==> config.mk <==
export PLATFORM = sky130hd
export DESIGN_NAME = energy_monitor_seq_ctrl
export DESIGN_NICKNAME = d
export VERILOG_FILES = /design/src/rtl/energy_monitor_seq_ctrl.sv
export SDC_FILE = /design/constraint.sdc
export NUM_CORES = 1
export LEC_CHECK = 0
export ABC_CLOCK_PERIOD_IN_PS = 2900
export CAP_MARGIN = 20
export CELL_PAD_IN_SITES_DETAIL_PLACEMENT = 0
export CELL_PAD_IN_SITES_GLOBAL_PLACEMENT = 1
export CORE_ASPECT_RATIO = 0.8
export CORE_UTILIZATION = 38
export DETAILED_ROUTE_END_ITERATION = 6
export PLACE_DENSITY = 0.82
export RECOVER_POWER = 100
export REMOVE_ABC_BUFFERS = 1
export SLEW_MARGIN = 20
export SYNTH_ARGS = -nofsm -noshare
export SYNTH_HDL_FRONTEND = slang
export SYNTH_SLANG_ARGS = --single-unit
==> constraint.sdc <==
create_clock -name clk_i -period 2.9 [get_ports clk_i]
set_input_delay 0.29 -clock clk_i [delete_from_list [all_inputs] [get_ports clk_i]]
set_output_delay 0.29 -clock clk_i [all_outputs]
set_load 0.01 [all_outputs]
==> src/rtl/energy_monitor_seq_ctrl.sv <==
// Sequencer for the energy-monitor accumulator: one job per accepted spin
// vector, an internal weight-beat counter, a configurable drain latency,
// debug single-stepping and back-to-back jobs without an IDLE bubble.
module energy_monitor_seq_ctrl #(
  parameter int unsigned PIPESMID  = 1,
  parameter int unsigned MAX_BEATS = 256,
  parameter int unsigned CNT_W     = $clog2(MAX_BEATS + 1)
) (
  input  logic             clk_i,
  input  logic             rst_ni,
  input  logic             en_i,
  input  logic             config_valid_i,
  output logic             config_ready_o,
  input  logic [CNT_W-1:0] config_beats_i,
  input  logic             spin_valid_i,
  output logic             spin_ready_o,
  input  logic             weight_valid_i,
  output logic             weight_ready_o,
  output logic             accum_clr_o,
  output logic             accum_en_o,
  output logic [CNT_W-1:0] beat_idx_o,
  output logic             energy_valid_o,
  input  logic             energy_ready_i,
  input  logic             debug_en_i,
  input  logic             debug_step_i,
  output logic             busy_o
);

  localparam int unsigned DrainW = (PIPESMID > 0) ? $clog2(PIPESMID + 1) : 1;

  typedef enum logic [1:0] {StIdle, StCompute, StDrain, StOutput} state_e;

  state_e              state_q, state_d;
  logic [CNT_W-1:0]    beats_q, beats_d;
  logic [CNT_W-1:0]    beat_cnt_q, beat_cnt_d;
  logic [DrainW-1:0]   drain_cnt_q, drain_cnt_d;
  logic                valid_q;
  logic                active;
  logic [CNT_W-1:0]    cfg_clamped;

  // Outputs are also held low while reset is asserted, so an abort is visible at once.
  assign active         = en_i & rst_ni;
  assign energy_valid_o = valid_q & active;
  assign busy_o         = (state_q != StIdle);
  assign beat_idx_o     = beat_cnt_q;

  // Zero beats means one beat; anything beyond the counter range saturates.
  always_comb begin
    cfg_clamped = config_beats_i;
    if (config_beats_i == '0) begin
      cfg_clamped = CNT_W'(1);
    end else if (config_beats_i > CNT_W'(MAX_BEATS)) begin
      cfg_clamped = CNT_W'(MAX_BEATS);
    end
  end

  // Next-state, counter updates and handshake outputs.
  always_comb begin
    state_d        = state_q;
    beats_d        = beats_q;
    beat_cnt_d     = beat_cnt_q;
    drain_cnt_d    = drain_cnt_q;
    config_ready_o = 1'b0;
    spin_ready_o   = 1'b0;
    weight_ready_o = 1'b0;
    accum_clr_o    = 1'b0;
    accum_en_o     = 1'b0;
    case (state_q)
      StIdle: begin
        config_ready_o = active & ~debug_en_i;
        spin_ready_o   = active & ~debug_en_i & ~config_valid_i;
        if (config_valid_i && config_ready_o) begin
          beats_d = cfg_clamped;
        end
        if (spin_valid_i && spin_ready_o) begin
          accum_clr_o = 1'b1;
          beat_cnt_d  = '0;
          state_d     = StCompute;
        end
      end
      StCompute: begin
        weight_ready_o = active & (~debug_en_i | debug_step_i);
        if (weight_valid_i && weight_ready_o) begin
          accum_en_o = 1'b1;
          beat_cnt_d = beat_cnt_q + CNT_W'(1);
          if (beat_cnt_q == beats_q - CNT_W'(1)) begin
            if (PIPESMID == 0) begin
              state_d = StOutput;
            end else begin
              state_d     = StDrain;
              drain_cnt_d = DrainW'(PIPESMID);
            end
          end
        end
      end
      StDrain: begin
        if (active) begin
          drain_cnt_d = drain_cnt_q - DrainW'(1);
          if (drain_cnt_q <= DrainW'(1)) begin
            state_d = StOutput;
          end
        end
      end
      StOutput: begin
        spin_ready_o = active & energy_ready_i & ~debug_en_i & ~config_valid_i;
        if (spin_valid_i && spin_ready_o) begin
          accum_clr_o = 1'b1;
          beat_cnt_d  = '0;
          state_d     = StCompute;
        end else if (energy_valid_o && energy_ready_i) begin
          state_d = StIdle;
        end
      end
      default: state_d = StIdle;
    endcase
  end

  // State register; everything freezes while en_i is low.
  always_ff @(posedge clk_i or negedge rst_ni) begin
    if (!rst_ni) begin
      state_q     <= StIdle;
      beats_q     <= CNT_W'(MAX_BEATS);
      beat_cnt_q  <= '0;
      drain_cnt_q <= '0;
      valid_q     <= 1'b0;
    end else if (en_i) begin
      state_q     <= state_d;
      beats_q     <= beats_d;
      beat_cnt_q  <= beat_cnt_d;
      drain_cnt_q <= drain_cnt_d;
      valid_q     <= (state_d == StOutput);
    end
  end

endmodule

==> impl_metrics.env <==
export IMPL_track_usage_pct=20.5
export IMPL_finalMaxSlewViolations=0
export IMPL_p_clk_share_pct=14.2
export IMPL_synth_cell_types=47
export IMPL_muxShareOfSynthArea_pct=0.686
export IMPL_synth_xor_area_share_pct=8.62
export IMPL_peakVddDrop_uv=274
export IMPL_worstSetupEndpointType="output pin"
export IMPL_ant_nets=0
export IMPL_leakage_nw=0.867
export IMPL_setup_viol=0
export IMPL_synth_simple_area_share_pct=26.9
export IMPL_area_delta_synth_final_pct=27.6
export IMPL_grt_max_degree=18
export IMPL_vias_per_cell=5.60
export IMPL_cts_resized=0
export IMPL_clk_latency_ns=0.27
export IMPL_p_comb_share_pct=52.9
export IMPL_p_switching_uw=609
export IMPL_grt_pass1_vias=1540
export IMPL_synth_edf_count=0
export IMPL_synth_seq_cells=21
export IMPL_post_dp_cell_area_sq_um=2050
export IMPL_seq_area_frac_synth_pct=32.1
export IMPL_cts_sinks=21
export IMPL_status="completed"
export IMPL_drtIter0Drc=47
export IMPL_die_area_sq_um=4590
export IMPL_path_clk_slew_ns=0.09
export IMPL_tightest_slew_ns=0.522
export IMPL_synth_most_common_cell="nand2_1"
export IMPL_yosysWarnings=0
export IMPL_diodes=0
export IMPL_io_buffers=33
export IMPL_power_density_nw_per_um2=692
export IMPL_cp_arrival_ns=2.23
export IMPL_yosys_top_cells_area="dfrtp_1 31%, nand2_1 5.9%, xnor2_1 5.9%"
export IMPL_grt_pass1_wl_um=7060
export IMPL_htree_levels=1
export IMPL_p_total_mw=1.45
export IMPL_worstSetupStartpointType="flip-flop"
export IMPL_core_sq_um=3950
export IMPL_grt_setup_unrepaired="false"
export IMPL_netlist_top_cell_by_area="dfrtp_1"
export IMPL_syn_inst=196
export IMPL_fp_dieH_um=60.8
export IMPL_path_max_fanout=8
export IMPL_nNetsFinal=258
export IMPL_synthFlopType="dfrtp_1"
export IMPL_fin_skew_ns=0.0105
export IMPL_io_pins=34
export IMPL_cts_buffers=3
export IMPL_netlist_area_sq_um=1640
export IMPL_hold_buffers=0
export IMPL_p_seq_share_pct=32.9
export IMPL_drive_above_1_share_pct=7.73
export IMPL_synthAdderAreaFrac_pct=4.58
export IMPL_p_int_uw=839
export IMPL_cts_root_buffer="clkbuf_8"
export IMPL_start_util_pct=41.5
export IMPL_multiInputGateArea_sq_um=1040
export IMPL_num_fill_cells=401
export IMPL_regArea_sq_um=527
export IMPL_tns_ns=0
export IMPL_stdcell_area_sq_um=2090
export IMPL_netlist_area_leader_share_pct=30.5
export IMPL_synth_top_family_by_area="simple AND/OR/NAND/NOR gates"
export IMPL_route_vias_total=1612
export IMPL_hpwl_um=3350
export IMPL_synth_compound_area_share_pct=23.0
export IMPL_synthArstFlopShare_pct=100
export IMPL_min_path_type="in -> async"
export IMPL_totalWireLength_um=4320
export IMPL_die_w_um=75.5
export IMPL_postCtsSetupBuffers=0
export IMPL_relSlewSlack_pct=64.9
export IMPL_fin_crit_sh_pct=87.0
export IMPL_rows=20
export IMPL_rrSetupSlack_ns=0.39
export IMPL_wl_per_cell_um=15.0
export IMPL_postLayoutCoreUtil_pct=52.9
export IMPL_syn_mean_instance_area_sq_um=8.37
export IMPL_layout_setup_ws_ns=0.377
export IMPL_max_freq_mhz=396
export IMPL_path_class="reg -> out"
export IMPL_hold_violations=0
export IMPL_ys_top_cells_by_count="26 x nand2_1, 20 x dfrtp_1, 16 x o21ai_0"
export IMPL_place_gp_congestion=0.888
export IMPL_required_ns=2.61
export IMPL_cts_tree="built"
export IMPL_fin_crit_ns=2.52
export IMPL_antenna_found_initial=0
export IMPL_remaining_drc_errors=0
export IMPL_p_sw_share_pct=42.0
export IMPL_place_ws_ns=0.377
export IMPL_cts_buffer_depth=2
export IMPL_first_pass_iters=4
export IMPL_overflow=0
export IMPL_maxCapViolCount=0
power by group through the flow:
stage               Combinational (mW)  Clock (mW)  Sequential, mW
global route                     0.855       0.224           0.492
floorplan                        0.540           0           0.464
global placement                 0.755           0           0.482
finish                           0.766       0.206           0.477
detailed placement               0.780           0           0.485
CTS                              0.786       0.209           0.479
state kept, by name (all words and copies together), names as in the netlist:
name / count
beat_idx_o: 9
beats_q: 9
state_q: 2
valid_q: 1
final timing paths:
| kind | startpoint | endpoint | cells after the start |
|---|---|---|---|
| worst max-delay path | state_q[1] | accum_clr_o | 6 |
| worst min-delay path | rst_ni | beat_idx_o[4] | 2 |
| worst max register to register | beats_q[1] | valid_q | 8 |
| worst min register to register | valid_q | valid_q | 2 |
| max in group asynchronous | rst_ni | beats_q[8] | 2 |
| min in group clk_i | valid_q | valid_q | 2 |
cell type report:
| class | count | share of cell area, % |
|---|---|---|
| Clock buffer | 3 | 1.97 |
| Clock inverter | 1 | 0.359 |
| Inverter | 10 | 1.79 |
| Multi-Input combinational cell | 159 | 49.7 |
| Sequential cell | 21 | 25.2 |
| Tap cell | 55 | 3.29 |
| Timing Repair Buffer | 39 | 17.8 |
routing by layer:
layer  part of all wire, %  vias up  global-route usage (%)
met5                     0        -                       0
li1                      -      785                       -
met1                    48      783                    28.5
met3                   4.3        3                    3.49
met4                  0.42        0                    3.70
met2                    47       41                    34.1
worst max-delay path, stage by stage (launching register included):
cell and delay [ns]:
dfrtp_1 0.47, inv_1 0.14, ha_1 0.32, a21oi_1 0.07, nor3b_1 0.22, and2_1 0.15, dlygate4sd3_1 0.60
logic make-up (layout without fill, tap and decap cells):
kind of cell,after synthesis,count (layout)
fa+ha+maj,6,6
xor+xnor,13,13
compound gates,53,53
mux,1,1
buf+inv,16,53
simple gates,86,86
flops,21,21
through the flow:
| step | hold slack [ns] | std cells |
|---|---|---|
| floorplan | -0.00559 | 190 |
| global route | 0.519 | 288 |
| global placement | 0.528 | 284 |
| CTS | 0.433 | 288 |
| detailed placement | 0.548 | 284 |
| finish | 0.510 | 288 |
cells in the final DEF (no fill, tap or decap), types with 2 or more instances in the layout:
cell and n:
a21oi_1 11, buf_4 5, nand2_1 26, a31oi_1 2, and2_1 4, o211ai_1 3
inv_1 10, clkdlybuf4s50_1 16, a211oi_1 2, ha_1 6, nand4_1 3, nor3_1 5
nand3_1 9, xnor2_1 11, xnor3_1 2, o31ai_1 3, clkbuf_8 3, dlygate4sd3_1 17
nor4_1 3, dfrtp_1 20, nand2b_1 11, nor2_1 13, o21ai_0 16, or3_1 3
nor3b_1 3
No activity file was read; power rests on OpenSTA's default activity.
